==> src/rtl/sync_2ff.sv <==
// Two-flop synchronizer for a single asynchronous input bit.
// Both flops reset to RST_VAL so the output is well defined straight out of reset.
module sync_2ff #(
   parameter logic RST_VAL = 1'b1
) (
   input  logic i_clk,
   input  logic i_nrst,
   input  logic i_d,
   output logic o_q
);

   logic meta;

   always_ff @(posedge i_clk or negedge i_nrst) begin
      if (!i_nrst) begin
         meta <= RST_VAL;
         o_q  <= RST_VAL;
      end else begin
         meta <= i_d;
         o_q  <= meta;
      end
   end

endmodule

==> src/rtl/uart_rx.sv <==
// Receive-only 8N1 UART: mid-bit sampling of a synchronized serial line,
// byte delivery on a valid/accept handshake, framing-error and overrun pulses.
module uart_rx #(
   parameter int unsigned SAMPLE = 16
) (
   input  logic       i_clk,
   input  logic       i_nrst,
   input  logic       i_rx,
   output logic [7:0] o_data,
   output logic       o_valid,
   input  logic       i_accept,
   output logic       o_ferr,
   output logic       o_overrun
);

   localparam int unsigned HALF = SAMPLE / 2;
   localparam int unsigned CW   = $clog2(SAMPLE);
   localparam logic [CW-1:0] HALF_LAST = CW'(HALF - 1);
   localparam logic [CW-1:0] BIT_LAST  = CW'(SAMPLE - 1);

   typedef enum logic [2:0] {
      IDLE  = 3'd0,
      START = 3'd1,
      DATA  = 3'd2,
      STOP  = 3'd3,
      BREAK = 3'd4
   } state_t;

   state_t          state;
   logic [CW-1:0]   count;
   logic [2:0]      bit_idx;
   logic [7:0]      shift;
   logic            rxs;

   sync_2ff #(.RST_VAL(1'b1)) u_sync (
      .i_clk  (i_clk),
      .i_nrst (i_nrst),
      .i_d    (i_rx),
      .o_q    (rxs)
   );

   always_ff @(posedge i_clk or negedge i_nrst) begin
      if (!i_nrst) begin
         state     <= IDLE;
         count     <= '0;
         bit_idx   <= '0;
         shift     <= '0;
         o_data    <= '0;
         o_valid   <= 1'b0;
         o_ferr    <= 1'b0;
         o_overrun <= 1'b0;
      end else begin
         o_ferr    <= 1'b0;
         o_overrun <= 1'b0;
         if (o_valid && i_accept)
            o_valid <= 1'b0;

         unique case (state)
            IDLE: begin
               count <= '0;
               if (!rxs)
                  state <= START;
            end
            START: begin
               if (count == HALF_LAST) begin
                  count   <= '0;
                  bit_idx <= '0;
                  state   <= rxs ? IDLE : DATA;
               end else begin
                  count <= count + CW'(1);
               end
            end
            DATA: begin
               if (count == BIT_LAST) begin
                  count   <= '0;
                  shift   <= {rxs, shift[7:1]};
                  bit_idx <= bit_idx + 3'd1;
                  if (bit_idx == 3'd7)
                     state <= STOP;
               end else begin
                  count <= count + CW'(1);
               end
            end
            STOP: begin
               if (count == BIT_LAST) begin
                  count <= '0;
                  if (!rxs) begin
                     o_ferr <= 1'b1;
                     state  <= BREAK;
                  end else begin
                     // An accept in this same cycle frees the holding register,
                     // so the load below overrides the clear above.
                     if (o_valid && !i_accept) begin
                        o_overrun <= 1'b1;
                     end else begin
                        o_data  <= shift;
                        o_valid <= 1'b1;
                     end
                     state <= IDLE;
                  end
               end else begin
                  count <= count + CW'(1);
               end
            end
            BREAK: begin
               count <= '0;
               if (rxs)
                  state <= IDLE;
            end
            default: state <= IDLE;
         endcase
      end
   end

endmodule

==> config.mk <==
export PLATFORM = sky130hd
export DESIGN_NAME = uart_rx
export DESIGN_NICKNAME = d
export VERILOG_FILES = /design/src/rtl/sync_2ff.sv /design/src/rtl/uart_rx.sv
export SDC_FILE = /design/constraint.sdc
export NUM_CORES = 1
export LEC_CHECK = 0
export ABC_AREA = 1
export CAP_MARGIN = 20
export CORE_UTILIZATION = 55
export CTS_CLUSTER_SIZE = 40
export DETAILED_ROUTE_END_ITERATION = 16
export HOLD_SLACK_MARGIN = 0.12
export PLACE_DENSITY = 0.74
export REMOVE_ABC_BUFFERS = 1
export SYNTH_ARGS = -nofsm -noshare
export SYNTH_HDL_FRONTEND = slang
export SYNTH_SLANG_ARGS = --single-unit
==> constraint.sdc <==
create_clock -name i_clk -period 1.8 [get_ports i_clk]
set_clock_uncertainty 0.15 [all_clocks]
set_input_delay 0.45 -clock i_clk [delete_from_list [all_inputs] [get_ports i_clk]]
set_output_delay 0.45 -clock i_clk [all_outputs]
set_load 0.005 [all_outputs]
# After elaboration in Yosys (flattened, before gate mapping)
# Index checks and enable logic that the tools add are counted.
# classes
muxes	27
reduce_logical	12
bitwise	1
n_eq_ne	13
n_addsub	2
# ops
operator	n
$mux W3	9
$pmux W3 S5	1
$mux W1	12
$pmux W4 S3	1
$ne A2 B2 Y1 const B	5
$mux W4	2
$eq A3 B2 Y1 const B	2
$eq A3 B3 Y1 const B	2
$pmux W3 S2	1
$reduce_and A6 Y1	1
$add A4 B1 Y4 const B	1
$eq A4 B3 Y1 const B	1
$eq A4 B4 Y1 const B	1
$reduce_and A4 Y1	1
$reduce_or A2 Y1	2
$add A3 B1 Y3 const B	1
$eq A3 B1 Y1 const B	1
$logic_not A3 Y1	1
$reduce_and A3 Y1	1
$reduce_bool A3 Y1	1
$logic_and A1 B1 Y1	2
$mux W2	1
$ne A2 B1 Y1 const B	1
$reduce_and A2 Y1	1
other kinds (3)	3
# totals
regBits	31
out_inout_bits	11
elab_cells	65
inputBits	4

# Logic depth before layout (Yosys ltp)
# Gate-level depths: netlist (run 1).
# depth
ltp_word	6
ltp_mapped	7
depth_no_buf	7

# Hierarchy
# A second synthesis (run 1) with hierarchy kept.
# hier_totals
cells_unflattened	163
hier_area_um2	1446.4
# by_module_without_submodules
module	n_inst	area_each_um2	cells_per_inst
uart_rx	1	1393.8	161
sync_2ff	1	52.6	2

# Worst setup path after synthesis (run 1)
# Ideal clock, no wire load.
# synth_path
path_type	register -> register
startpoint	register count[0]
endpoint	register o_data[5]
setup_time_ns	0.117
stages_incl_launch_ff	8
slack_ns	0.281
path_buffers	1
arrival_time_ns	1.252
synth_period_minus_slack_ns	1.519
path_cell_list	dfrtp_1 > ha_1 > nand2_2 > nor2_4 > nand4_4 > buf_6 > nand2_2 > o21ai_2
# synth_via
elab_chain_len	2
# synth_rtl
item	line_no	rtl
start: declaration	uart_rx.sv:30	logic [CW-1:0] count;
start signal: assignment	uart_rx.sv:70	count <= count + CW'(1);
start signal: assignment	uart_rx.sv:81	count <= count + CW'(1);
start signal: assignment	uart_rx.sv:102	count <= count + CW'(1);
$eq A4 B4 Y1	uart_rx.sv:85	if (count == BIT_LAST) begin
$reduce_and A4 Y1 (no source line)	-	
end signal: assignment	uart_rx.sv:96	o_data <= shift;
end: declaration	uart_rx.sv:9	output logic [7:0] o_data,
# Every way passes these cells.
# A chain may end at the register's enable or synchronous reset.

# Worst setup path after layout (run 1)
# layout_path
startpoint	register o_ferr
endpoint	output o_ferr
# layout_rtl
item	line_no	rtl
start: declaration	uart_rx.sv:12	output logic o_ferr,
start signal: assignment	uart_rx.sv:50	o_ferr <= 1'b0;
start signal: assignment	uart_rx.sv:53	o_ferr <= 1'b0;
start signal: assignment	uart_rx.sv:88	o_ferr <= 1'b1;
# No word-level cell between the ends.

==> flow_summary_export.csv, run 1 <==
group,metric,value,unit
status,status,"finished clean",
synth,synthArstFlopShare,100,%
route,ant_nets,0,
floorplan,core,2520,um^2
cts,h-tree-depth,2,
global_route,grt_max_degree,32,
layout,layout_common_cells,"37 x nand2_1, 29 x dfrtp_1, 17 x inv_1",
placement,place_congestion,0.853,
global_route,grt-ovfl-total,0,
synth,netlist_instances,161,
cts,cts_buffers,5,
cts,cts_max_path_buffers,2,
critical_path,required,1.20,ns
route,drtPass1Iterations,4,
layout,seqCellArea,778,um^2
layout,drive_gt1_share,20.2,%
critical_path,crit_fanout,1,
power,total_leakage_power,0.980,nW
cts,root_buffer,"clkbuf_4",
timing,hold_viol,0,
route,drtIter0Drc,21,
layout,final_common_cell,"nand2_1",
critical_path,setup.worst_path.start_class,"register",
synth,post_synth_num_cell_types,23,
route,viasPerCell,5.09,
global_route,grt_pass1_wl,4470,um
floorplan,floorplan.initialDensity,58.8,%
power,p_per_area,963,nW/um^2
timing,fmax,576,MHz
floorplan,dieWidth,53.9,um
route,wl_per_cell,11.8,um
cts,clock_latency,0.32,ns
synth,yosys_warnings,0,
worst_hold_path,hp-class,"reg2reg",
layout,final_net_count,194,
critical_path,worst_path_max_delay_cell,"clkdlybuf4s50_1",
cts,cts.clk_slew.worst_paths,0.09,ns
critical_path,path_class,"reg2out",
cts,ctsHoldBuffers,0,
timing,fin_crit_sh,96.4,%
global_route,antenna_found_initial,0,
global_route,grt_usage,22.3,%
route,wirelength,2580,um
critical_path,slowest_delay,0.49,ns
synth,avgSynthCellArea,9.22,um^2
timing,setup_viol,0,
critical_path,crit_chain,"clkdlybuf4s50_1",
layout,fillers,192,
timing,setup_ws,0.0647,ns
layout,multiInputGateArea,604,um^2
critical_path,critPathTopFamily,"buffers and inverters",
floorplan,dieArea,2910,um^2
power,total_power,0.00172,W
timing,relSlewSlack,74.8,%
timing,final_max_slew_viol_count,0,
timing,finalCriticalPeriod,1.74,ns
route,num_vias,1109,
run,maxCapViolations,0,
critical_path,cp.arrival,1.14,ns
cts,cts_tree,"yes",
floorplan,rows,18,
critical_path,crit_buf_inv,1,
synth,synth-edff-count,0,
placement,pre_cts_ws,-0.0669,ns
critical_path,cp-end-kind,"output port",
placement,hpwlAfterDp,1810,um
synth,synth_seq_cells,31,
global_route,grt_pass1_vias,1090,
layout,diodes,0,
timing,worst_pin_slew,0.377,ns
synth,synthFlopType,"dfrtp_1",
layout,area_growth_syn_to_layout,20.2,%
floorplan,io-pin-count,15,
route,route.detailed.drc,0,
timing,rsz0062_at_grt,"false",
power,vdd_drop_max,716,uV
synth,netlist_area,1480,um^2
floorplan,fp.dieH,53.9,um
synth,ys_seq_area_share,52.4,%
placement,portBuffers,14,
cts,clock-sinks,31,
cell usage after synthesis (2+ instances only):
cell type	instances	area [um^2]
nor3_1	4	20.0
o21ai_2	8	70.1
nor2_4	2	22.5
nand2_1	37	139
o21bai_1	2	15.0
dfrtp_1	29	726
inv_2	4	15.0
o21ai_0	13	65.1
inv_1	17	63.8
buf_6	2	22.5
nor2_1	13	48.8
nand3_1	9	45.0
a21oi_1	6	30.0
ha_1	3	37.5
dfstp_2	2	52.6
nand2_2	3	18.8
report_power, final:
part           total [W]  internal [W]  switching, W  leakage, nW
Sequential      0.000830      0.000756     0.0000747        0.420
Combinational   0.000472      0.000158      0.000314        0.525
Clock           0.000414      0.000189      0.000225       0.0353
cells by family (layout without fill, tap and decap cells):
logic type | count (synthesis) | in the layout | synth area share (%)
and+or+nand+nor | 75 | 75 | 26.1
DFF | 31 | 31 | 52.4
AOI/OAI and AO/OA | 29 | 29 | 12.1
buffers and inverters | 23 | 50 | 6.83
adders and majority gates | 3 | 3 | 2.53
final cells by class:
cell class / instances / area share (%)
clock buffers: 7 / 3.09
clock inverters: 1 / 0.281
inverters: 21 / 4.42
multi-input cells: 107 / 33.9
flip-flops and latches: 31 / 43.6
well taps: 30 / 2.11
repair buffers: 21 / 12.6
timing repair:
item | CTS | global route
gates resized for setup | 5 | 5
setup endpoints to repair | 8 | 12
buffers inserted | 5 | 1
pin swaps | 0 | 1
flip-flops by register name, summed over array words and instances (netlist names):
signal	count
u_sync.meta	1
state	3
o_valid	1
bit_idx	3
o_ferr	1
u_sync.o_q	1
shift	8
o_data	8
o_overrun	1
count	4
metrics by stage:
step / TNS, ns / hold WS [ns] / util, % / area (um^2) / std cells
3_3_place_gp: -0.191 / 0.196 / 65.8 / 1660 / 204
6_report: 0 / 0.210 / 70.7 / 1780 / 218
5_1_grt: 0 / 0.218 / 70.7 / 1780 / 218
2_1_floorplan: 0 / 0.00441 / - / 1460 / 159
4_1_cts: 0 / 0.212 / 69.4 / 1750 / 217
3_5_place_dp: -0.444 / 0.198 / 65.8 / 1660 / 204
metal layers:
metal	GRT usage, %	up-vias	part of all wire [%]
li1	-	573	-
met1	27.4	510	48
met2	35.0	19	47
met3	7.91	7	3.8
met4	10.1	0	2.0
met5	0	-	0
worst paths after layout:
check | from | end | slack, ns | cells after the start
setup / recovery | o_ferr | o_ferr | 0.06 | 1
hold / removal | u_sync.meta | u_sync.o_q | 0.21 | 0
setup reg to reg | count[0] | o_data[4] | 0.18 | 7
hold reg to reg | u_sync.meta | u_sync.o_q | 0.21 | 0
max in group asynchronous | i_nrst | u_sync.o_q | 0.93 | 2
min in group asynchronous | i_nrst | shift[0] | 0.32 | 2
No activity file was read; power rests on OpenSTA's default activity.
==> run 2, diff against run 1 <==
--- a/config.mk
+++ b/config.mk
@@ -8,6 +8,7 @@
 export ABC_AREA = 1
 export CAP_MARGIN = 20
 export CORE_UTILIZATION = 55
+export CTS_CLUSTER_DIAMETER = 200
 export CTS_CLUSTER_SIZE = 40
 export DETAILED_ROUTE_END_ITERATION = 16
 export HOLD_SLACK_MARGIN = 0.12
==> results of run 2 <==
The final DEF is identical to that of run 1; final timing and power are the same.
